**src/rtl/wb_dma_mem_arbiter_pkg.sv**
```systemverilog
// Shared definitions for the DMA/host memory arbiter: widths, FSM encoding,
// master indices and the Wishbone request payload.
package wb_dma_mem_arbiter_pkg;

  localparam int unsigned DAT_W = 32;
  localparam int unsigned ADR_W = 32;
  localparam int unsigned SEL_W = 4;
  localparam int unsigned CNT_W = 32;

  typedef enum logic [1:0] {
    ST_IDLE   = 2'd0,
    ST_GRANT0 = 2'd1,
    ST_GRANT1 = 2'd2
  } arb_state_e;

  localparam logic MST_0 = 1'b0;
  localparam logic MST_1 = 1'b1;

  typedef struct packed {
    logic             we;
    logic             stb;
    logic             cyc;
    logic [SEL_W-1:0] sel;
    logic [ADR_W-1:0] adr;
    logic [DAT_W-1:0] dat;
  } wb_req_t;

endpackage

```
**src/rtl/wb_dma_mem_arbiter_if.sv**
```systemverilog
// Bus bundle between two Wishbone masters, the arbiter and the shared memory.
// slave = arbiter view, master = environment view (masters plus memory).
interface wb_dma_mem_arbiter_if;
  import wb_dma_mem_arbiter_pkg::*;

  logic             m0_i_we, m0_i_stb, m0_i_cyc;
  logic [SEL_W-1:0] m0_i_sel;
  logic [ADR_W-1:0] m0_i_adr;
  logic [DAT_W-1:0] m0_i_dat;
  logic             m0_o_ack;
  logic [DAT_W-1:0] m0_o_dat;
  logic             m0_o_int;

  logic             m1_i_we, m1_i_stb, m1_i_cyc;
  logic [SEL_W-1:0] m1_i_sel;
  logic [ADR_W-1:0] m1_i_adr;
  logic [DAT_W-1:0] m1_i_dat;
  logic             m1_o_ack;
  logic [DAT_W-1:0] m1_o_dat;
  logic             m1_o_int;

  logic             s_o_we, s_o_stb, s_o_cyc;
  logic [SEL_W-1:0] s_o_sel;
  logic [ADR_W-1:0] s_o_adr;
  logic [DAT_W-1:0] s_o_dat;
  logic [DAT_W-1:0] s_i_dat;
  logic             s_i_ack, s_i_int;

  modport slave (
    input  m0_i_we, m0_i_stb, m0_i_cyc, m0_i_sel, m0_i_adr, m0_i_dat,
    output m0_o_ack, m0_o_dat, m0_o_int,
    input  m1_i_we, m1_i_stb, m1_i_cyc, m1_i_sel, m1_i_adr, m1_i_dat,
    output m1_o_ack, m1_o_dat, m1_o_int,
    output s_o_we, s_o_stb, s_o_cyc, s_o_sel, s_o_adr, s_o_dat,
    input  s_i_dat, s_i_ack, s_i_int
  );

  modport master (
    output m0_i_we, m0_i_stb, m0_i_cyc, m0_i_sel, m0_i_adr, m0_i_dat,
    input  m0_o_ack, m0_o_dat, m0_o_int,
    output m1_i_we, m1_i_stb, m1_i_cyc, m1_i_sel, m1_i_adr, m1_i_dat,
    input  m1_o_ack, m1_o_dat, m1_o_int,
    input  s_o_we, s_o_stb, s_o_cyc, s_o_sel, s_o_adr, s_o_dat,
    output s_i_dat, s_i_ack, s_i_int
  );

endinterface

```
**src/rtl/wb_arb_timeout.sv**
```systemverilog
// Stall watchdog: counts granted cycles with stb high and no ack, flags the
// cycle on which the limit is hit and emits a registered one-cycle pulse.
module wb_arb_timeout
  import wb_dma_mem_arbiter_pkg::*;
#(
  parameter int unsigned TIMEOUT_CYCLES = 1024
) (
  input  logic clk,
  input  logic rst_n,
  input  logic clr,
  input  logic stall,
  output logic expire_c,
  output logic pulse
);

  localparam bit               ENABLE = (TIMEOUT_CYCLES != 0);
  localparam logic [CNT_W-1:0] LIMIT  = ENABLE ? CNT_W'(TIMEOUT_CYCLES - 1) : '0;

  logic [CNT_W-1:0] cnt_q;

  assign expire_c = ENABLE && stall && (cnt_q == LIMIT);

  always_ff @(posedge clk or negedge rst_n) begin
    if (!rst_n) begin
      cnt_q <= '0;
      pulse <= 1'b0;
    end else begin
      pulse <= expire_c;
      if (clr)        cnt_q <= '0;
      else if (stall) cnt_q <= cnt_q + CNT_W'(1);
    end
  end

endmodule

```
**src/rtl/wb_dma_mem_arbiter.sv**
```systemverilog
// Two-master Wishbone arbiter in front of a shared memory: alternating
// priority on contention, cycle-long grants, and a stall timeout that revokes.
module wb_dma_mem_arbiter
  import wb_dma_mem_arbiter_pkg::*;
#(
  parameter int unsigned TIMEOUT_CYCLES = 1024
) (
  input  logic                 clk,
  input  logic                 rst_n,
  wb_dma_mem_arbiter_if.slave  bus,
  output logic [1:0]           o_grant,
  output logic                 o_timeout,
  output logic                 o_timeout_id
);

  arb_state_e state_q, state_d;
  logic       last_q, last_d;
  logic [1:0] mask_q, mask_d;
  logic       tid_d;
  logic [1:0] want;
  logic       stall, expire_c, cnt_clr;
  wb_req_t    req0, req1, sreq;

  assign req0 = '{we: bus.m0_i_we, stb: bus.m0_i_stb, cyc: bus.m0_i_cyc,
                  sel: bus.m0_i_sel, adr: bus.m0_i_adr, dat: bus.m0_i_dat};
  assign req1 = '{we: bus.m1_i_we, stb: bus.m1_i_stb, cyc: bus.m1_i_cyc,
                  sel: bus.m1_i_sel, adr: bus.m1_i_adr, dat: bus.m1_i_dat};

  // A revoked master stays out of arbitration until it drops cyc.
  assign want = {bus.m1_i_cyc, bus.m0_i_cyc} & ~mask_q;

  always_ff @(posedge clk or negedge rst_n) begin
    if (!rst_n) begin
      state_q      <= ST_IDLE;
      last_q       <= MST_1;
      mask_q       <= '0;
      o_timeout_id <= MST_0;
    end else begin
      state_q      <= state_d;
      last_q       <= last_d;
      mask_q       <= mask_d;
      o_timeout_id <= tid_d;
    end
  end

  always_comb begin
    state_d = state_q;
    last_d  = last_q;
    tid_d   = o_timeout_id;
    mask_d  = mask_q & {bus.m1_i_cyc, bus.m0_i_cyc};
    unique case (state_q)
      ST_IDLE: begin
        if (want[0] && want[1]) state_d = (last_q == MST_1) ? ST_GRANT0 : ST_GRANT1;
        else if (want[0])       state_d = ST_GRANT0;
        else if (want[1])       state_d = ST_GRANT1;
      end
      ST_GRANT0: begin
        if (!bus.m0_i_cyc) begin
          last_d  = MST_0;
          state_d = want[1] ? ST_GRANT1 : ST_IDLE;
        end else if (expire_c) begin
          last_d    = MST_0;
          mask_d[0] = 1'b1;
          tid_d     = MST_0;
          state_d   = ST_IDLE;
        end
      end
      ST_GRANT1: begin
        if (!bus.m1_i_cyc) begin
          last_d  = MST_1;
          state_d = want[0] ? ST_GRANT0 : ST_IDLE;
        end else if (expire_c) begin
          last_d    = MST_1;
          mask_d[1] = 1'b1;
          tid_d     = MST_1;
          state_d   = ST_IDLE;
        end
      end
      default: state_d = ST_IDLE;
    endcase
  end

  // Combinational steering of request and response paths by the current grant.
  always_comb begin
    sreq         = '0;
    bus.m0_o_ack = 1'b0;
    bus.m0_o_dat = '0;
    bus.m1_o_ack = 1'b0;
    bus.m1_o_dat = '0;
    unique case (state_q)
      ST_GRANT0: begin
        sreq         = req0;
        bus.m0_o_ack = bus.s_i_ack;
        bus.m0_o_dat = bus.s_i_dat;
      end
      ST_GRANT1: begin
        sreq         = req1;
        bus.m1_o_ack = bus.s_i_ack;
        bus.m1_o_dat = bus.s_i_dat;
      end
      default: ;
    endcase
  end

  assign bus.s_o_we   = sreq.we;
  assign bus.s_o_stb  = sreq.stb;
  assign bus.s_o_cyc  = sreq.cyc;
  assign bus.s_o_sel  = sreq.sel;
  assign bus.s_o_adr  = sreq.adr;
  assign bus.s_o_dat  = sreq.dat;
  assign bus.m0_o_int = bus.s_i_int;
  assign bus.m1_o_int = bus.s_i_int;

  assign o_grant = {state_q == ST_GRANT1, state_q == ST_GRANT0};

  assign stall   = sreq.cyc & sreq.stb & ~bus.s_i_ack;
  assign cnt_clr = (state_d != state_q) | bus.s_i_ack;

  wb_arb_timeout #(.TIMEOUT_CYCLES(TIMEOUT_CYCLES)) u_timeout (
    .clk      (clk),
    .rst_n    (rst_n),
    .clr      (cnt_clr),
    .stall    (stall),
    .expire_c (expire_c),
    .pulse    (o_timeout)
  );

endmodule

```
**src/flat_wrapper.sv**
```systemverilog
// flat-port wrapper written by rule: the top's interface ports become plain ports
module wb_dma_mem_arbiter_flat import wb_dma_mem_arbiter_pkg::*;
#(
  parameter int unsigned TIMEOUT_CYCLES = 1024
)
  (clk, rst_n, o_grant, o_timeout, o_timeout_id, bus_m0_i_we, bus_m0_i_stb, bus_m0_i_cyc, bus_m0_i_sel, bus_m0_i_adr, bus_m0_i_dat, bus_m0_o_ack, bus_m0_o_dat, bus_m0_o_int, bus_m1_i_we, bus_m1_i_stb, bus_m1_i_cyc, bus_m1_i_sel, bus_m1_i_adr, bus_m1_i_dat, bus_m1_o_ack, bus_m1_o_dat, bus_m1_o_int, bus_s_o_we, bus_s_o_stb, bus_s_o_cyc, bus_s_o_sel, bus_s_o_adr, bus_s_o_dat, bus_s_i_dat, bus_s_i_ack, bus_s_i_int);
  wb_dma_mem_arbiter_if bus_i ();
  input  logic clk;
  input  logic rst_n;
  output logic [1:0] o_grant;
  output logic o_timeout;
  output logic o_timeout_id;
  input wire logic [$bits(bus_i.m0_i_we)-1:0] bus_m0_i_we;
  input wire logic [$bits(bus_i.m0_i_stb)-1:0] bus_m0_i_stb;
  input wire logic [$bits(bus_i.m0_i_cyc)-1:0] bus_m0_i_cyc;
  input wire logic [$bits(bus_i.m0_i_sel)-1:0] bus_m0_i_sel;
  input wire logic [$bits(bus_i.m0_i_adr)-1:0] bus_m0_i_adr;
  input wire logic [$bits(bus_i.m0_i_dat)-1:0] bus_m0_i_dat;
  output wire logic [$bits(bus_i.m0_o_ack)-1:0] bus_m0_o_ack;
  output wire logic [$bits(bus_i.m0_o_dat)-1:0] bus_m0_o_dat;
  output wire logic [$bits(bus_i.m0_o_int)-1:0] bus_m0_o_int;
  input wire logic [$bits(bus_i.m1_i_we)-1:0] bus_m1_i_we;
  input wire logic [$bits(bus_i.m1_i_stb)-1:0] bus_m1_i_stb;
  input wire logic [$bits(bus_i.m1_i_cyc)-1:0] bus_m1_i_cyc;
  input wire logic [$bits(bus_i.m1_i_sel)-1:0] bus_m1_i_sel;
  input wire logic [$bits(bus_i.m1_i_adr)-1:0] bus_m1_i_adr;
  input wire logic [$bits(bus_i.m1_i_dat)-1:0] bus_m1_i_dat;
  output wire logic [$bits(bus_i.m1_o_ack)-1:0] bus_m1_o_ack;
  output wire logic [$bits(bus_i.m1_o_dat)-1:0] bus_m1_o_dat;
  output wire logic [$bits(bus_i.m1_o_int)-1:0] bus_m1_o_int;
  output wire logic [$bits(bus_i.s_o_we)-1:0] bus_s_o_we;
  output wire logic [$bits(bus_i.s_o_stb)-1:0] bus_s_o_stb;
  output wire logic [$bits(bus_i.s_o_cyc)-1:0] bus_s_o_cyc;
  output wire logic [$bits(bus_i.s_o_sel)-1:0] bus_s_o_sel;
  output wire logic [$bits(bus_i.s_o_adr)-1:0] bus_s_o_adr;
  output wire logic [$bits(bus_i.s_o_dat)-1:0] bus_s_o_dat;
  input wire logic [$bits(bus_i.s_i_dat)-1:0] bus_s_i_dat;
  input wire logic [$bits(bus_i.s_i_ack)-1:0] bus_s_i_ack;
  input wire logic [$bits(bus_i.s_i_int)-1:0] bus_s_i_int;
  assign bus_i.m0_i_we = bus_m0_i_we;
  assign bus_i.m0_i_stb = bus_m0_i_stb;
  assign bus_i.m0_i_cyc = bus_m0_i_cyc;
  assign bus_i.m0_i_sel = bus_m0_i_sel;
  assign bus_i.m0_i_adr = bus_m0_i_adr;
  assign bus_i.m0_i_dat = bus_m0_i_dat;
  assign bus_m0_o_ack = bus_i.m0_o_ack;
  assign bus_m0_o_dat = bus_i.m0_o_dat;
  assign bus_m0_o_int = bus_i.m0_o_int;
  assign bus_i.m1_i_we = bus_m1_i_we;
  assign bus_i.m1_i_stb = bus_m1_i_stb;
  assign bus_i.m1_i_cyc = bus_m1_i_cyc;
  assign bus_i.m1_i_sel = bus_m1_i_sel;
  assign bus_i.m1_i_adr = bus_m1_i_adr;
  assign bus_i.m1_i_dat = bus_m1_i_dat;
  assign bus_m1_o_ack = bus_i.m1_o_ack;
  assign bus_m1_o_dat = bus_i.m1_o_dat;
  assign bus_m1_o_int = bus_i.m1_o_int;
  assign bus_s_o_we = bus_i.s_o_we;
  assign bus_s_o_stb = bus_i.s_o_stb;
  assign bus_s_o_cyc = bus_i.s_o_cyc;
  assign bus_s_o_sel = bus_i.s_o_sel;
  assign bus_s_o_adr = bus_i.s_o_adr;
  assign bus_s_o_dat = bus_i.s_o_dat;
  assign bus_i.s_i_dat = bus_s_i_dat;
  assign bus_i.s_i_ack = bus_s_i_ack;
  assign bus_i.s_i_int = bus_s_i_int;
  wb_dma_mem_arbiter #(.TIMEOUT_CYCLES(TIMEOUT_CYCLES)) u_core (.clk(clk), .rst_n(rst_n), .bus(bus_i), .o_grant(o_grant), .o_timeout(o_timeout), .o_timeout_id(o_timeout_id));
endmodule
```
**config.mk**
```make
export PLATFORM = sky130hd
export DESIGN_NAME = wb_dma_mem_arbiter_flat
export DESIGN_NICKNAME = d
export VERILOG_FILES = /design/src/rtl/wb_dma_mem_arbiter_pkg.sv /design/src/rtl/wb_dma_mem_arbiter_if.sv /design/src/rtl/wb_arb_timeout.sv /design/src/rtl/wb_dma_mem_arbiter.sv /design/src/flat_wrapper.sv
export SDC_FILE = /design/constraint.sdc
export NUM_CORES = 1
export LEC_CHECK = 0
export CAP_MARGIN = 25
export CORE_AREA = 2 2 124 126
export DETAILED_ROUTE_END_ITERATION = 16
export DIE_AREA = 0 0 126 128
export PLACE_DENSITY = 0.68
export SKIP_LAST_GASP = 1
export SYNTH_ARGS = -nofsm -noshare
export SYNTH_HDL_FRONTEND = slang
export SYNTH_SLANG_ARGS = --single-unit
```
**constraint.sdc**
```tcl
create_clock -name clk -period 5.44 [get_ports clk]
set_input_delay 1.36 -clock clk [delete_from_list [all_inputs] [get_ports clk]]
set_output_delay 1.36 -clock clk [all_outputs]
set_load 0.01 [all_outputs]
```
==> summary.txt <==
Post-synthesis sequential area ratio - 25.2%
Least-Margin Pin Slew - 0.971 ns
Run status - completed
Routed Antenna Nets - 0
Critical-path maximum fanout - 88
CTS Root Cell - clkbuf_16
Chip height - 128 um
Vias - 4,949
Chip width - 126 um
Worst VDD drop - 0.000284 V
Mux cell area share after synthesis - 0.548%
Yosys reg bits - 39
Max frequency - 0.222 GHz
Yosys cell types - 52
CP Launch Type - flip-flop
Routability Congestion - 0.888
Area Growth Syn to Fin - 88.3%
P_leak - 2.59 nW
Slew Viols, Final - 0
Crit path DAT - 3.14 ns
First-pass GRT wire length - 31,400 um
Primary FF master, synth - dfrtp_1
Most frequent cells in the layout - 317 x clkdlybuf4s50_1, 73 x nor2b_1, 72 x and2_1
Cells after Synth - 475
CTS max path bufs - 2
Clk Latency, worst-skew pair - 0.28 ns
Hold Slack - 0.565 ns
Worst Path Required - 4.08 ns
Vias in the first global route - 4,697
Clk sink count - 39
Core area - 0.0149 mm^2
Overall Power - 2.18 mW
Post-synth EDFFs - 0
Final setup viols - 0
R2R Setup Slk - 1.64 ns
Residual DRC count - 0
Initial antenna violation count - 2
Final wirelength - 23,100 um
Share of layout cells above drive strength 1 - 4.08%
Xor/xnor share of the synthesized area - 6.76%
Initial core utilization - 26.1%
Min-Delay Path Class - flip-flop to flip-flop
Asr flop ratio synth - 100%
P per Cell Area - 298 mW/mm^2
Hpwl dp - 18,600 um
IO Port Bufs - 317
Crit path kind - flip-flop to primary output
Drt wl/cell - 24.3 um
Largest family of logic cells by synthesized area - simple AND/OR/NAND/NOR gates
Compound-Gate Fraction of Synth Area - 18.7%
IO Count - 321
Adder-cell share of the synthesized area - 1.61%
Number of detailed-route iterations in the first pass - 5
Final Net Count - 941
Max_slew headroom - 35.3%
Overflow after GRT - 0
Post-CTS sizing - 0
Crit end category - primary output
Area share of and/or/nand/nor cells after synthesis - 40.9%
CTS buffer count - 5
Vias per inst - 5.22
GR Util All Layers - 26.4%
Area taken by multi-input logic gates - 0.00269 mm^2
Crit share post-route - 82.7%
Synthesized area - 0.00388 mm^2
Clock transition at path regs - 0.06 ns
CTS tree - yes
Number of fill cells in the layout - 1,382
Largest net degree at the start of global routing - 89
Post-CTS Setup Repair Bufs - 0
Final Instance Area - 0.00732 mm^2
Quantity of hold-fixing buffers added after cts - 0
Post-synthesis area per instance - 8.18 um^2
Post-Place Cell Area - 0.00718 mm^2
Ys Warns - 0
Die area - 0.0161 mm^2
Final Hold Viols - 0
Num rows - 45
Max Cap Violations - 0
Setup Skew - 0.00673 ns
Total area of sequential cells - 977 um^2
H-tree Lvls - 2
Most common cell after layout, fill and taps aside - clkdlybuf4s50_1
Minimum clock period after layout - 4.50 ns
RSZ-0062 raised after global routing - false
Syn_nets - 658
Initial DRC count - 622
Sum Neg Setup Slack - 0 ns
-- flip-flops by register name, summed over array words and instances (netlist names) --
name and flops:
u_core.last_q 1, u_core.mask_q 2, u_core.o_timeout_id 1, u_core.state_q 2
u_core.u_timeout.cnt_q 32, u_core.u_timeout.pulse 1
-- final cells by class --
cell class,instances,share of cell area [%]
Antenna cell,1,0.0342
Multi-Input combinational cell,380,36.7
Clock inverter,1,0.0684
Clock buffer,7,1.81
Timing Repair Buffer,326,44.5
Tap cell,188,3.21
Sequential cell,39,13.4
Inverter,6,0.308
-- worst paths after layout --
path	from	endpoint	depth (start not counted)
worst max-delay path	u_core.state_q[0]	bus_s_o_adr[31]	5
worst min-delay path	u_core.mask_q[0]	u_core.mask_q[0]	2
worst max register to register	u_core.state_q[0]	u_core.u_timeout.cnt_q[17]	7
worst min register to register	u_core.mask_q[0]	u_core.mask_q[0]	2
max in group asynchronous	rst_n	u_core.last_q	2
min in group asynchronous	rst_n	u_core.u_timeout.cnt_q[30]	2
-- logic make-up (layout without fill, tap and decap cells) --
logic type               Yosys count  after routing
other                              0              1
AO/OA/AOI/OAI                     94             94
buffers and inverters             56            340
flip-flops                        39             39
XOR/XNOR                          30             30
multiplexers                       2              2
AND/OR/NAND/NOR                  249            249
adder cells (fa/ha/maj)            5              5
-- per-layer routing --
metal | GRT usage, % | vias up | wire length, um
li1 | - | 2300 | -
met1 | 39.0 | 2345 | 10200
met2 | 36.3 | 290 | 9440
met3 | 11.9 | 12 | 3340
met4 | 2.46 | 2 | 71
met5 | 0 | - | 13
-- critical path, cell delays in order (launching register included) --
cell and delay (ns):
dfrtp_1 0.47, inv_1 0.16, ha_4 0.79, a22oi_1 0.36, nor2b_1 0.41, clkdlybuf4s50_1 0.62
-- synth_stat cells, types with 2 or more instances --
| cell | number | area share [%] |
|---|---|---|
| a21oi_1 | 5 | 0.64 |
| a22oi_1 | 69 | 13 |
| a22oi_2 | 2 | 0.64 |
| and2_1 | 72 | 12 |
| and3_1 | 5 | 0.81 |
| and4_1 | 8 | 1.8 |
| and4b_1 | 2 | 0.52 |
| buf_1 | 2 | 0.19 |
| buf_2 | 4 | 0.52 |
| buf_4 | 8 | 1.5 |
| clkbuf_1 | 35 | 3.4 |
| dfrtp_1 | 38 | 24 |
| ha_1 | 5 | 1.6 |
| inv_1 | 5 | 0.48 |
| nand2_1 | 8 | 0.77 |
| nand2b_1 | 2 | 0.32 |
| nand3_1 | 9 | 1.2 |
| nand4_1 | 16 | 2.6 |
| nor2_1 | 6 | 0.58 |
| nor2b_1 | 73 | 12 |
| nor3_1 | 3 | 0.39 |
| nor4_1 | 35 | 5.6 |
| o21ai_0 | 4 | 0.52 |
| o221ai_1 | 2 | 0.45 |
| or4_1 | 2 | 0.39 |
| xnor2_1 | 2 | 0.45 |
| xor2_1 | 28 | 6.3 |
-- per-stage QoR --
step | util [%] | std cells | setup slack [ns]
2_1_floorplan | - | 475 | 2.08
3_3_place_gp | 48.3 | 939 | 1.06
3_5_place_dp | 48.3 | 939 | 1.06
4_1_cts | 49.2 | 947 | 0.923
5_1_grt | 49.2 | 948 | 0.788
6_report | 49.2 | 948 | 0.942
-- power by group --
group          switching [mW]  total (mW)  internal (mW)  leakage, nW
logic                   0.829        1.58          0.754         1.98
clock network           0.113       0.282          0.169       0.0679
registers              0.0137       0.314          0.300        0.540
Note: power is estimated with default switching activity, not from simulation.
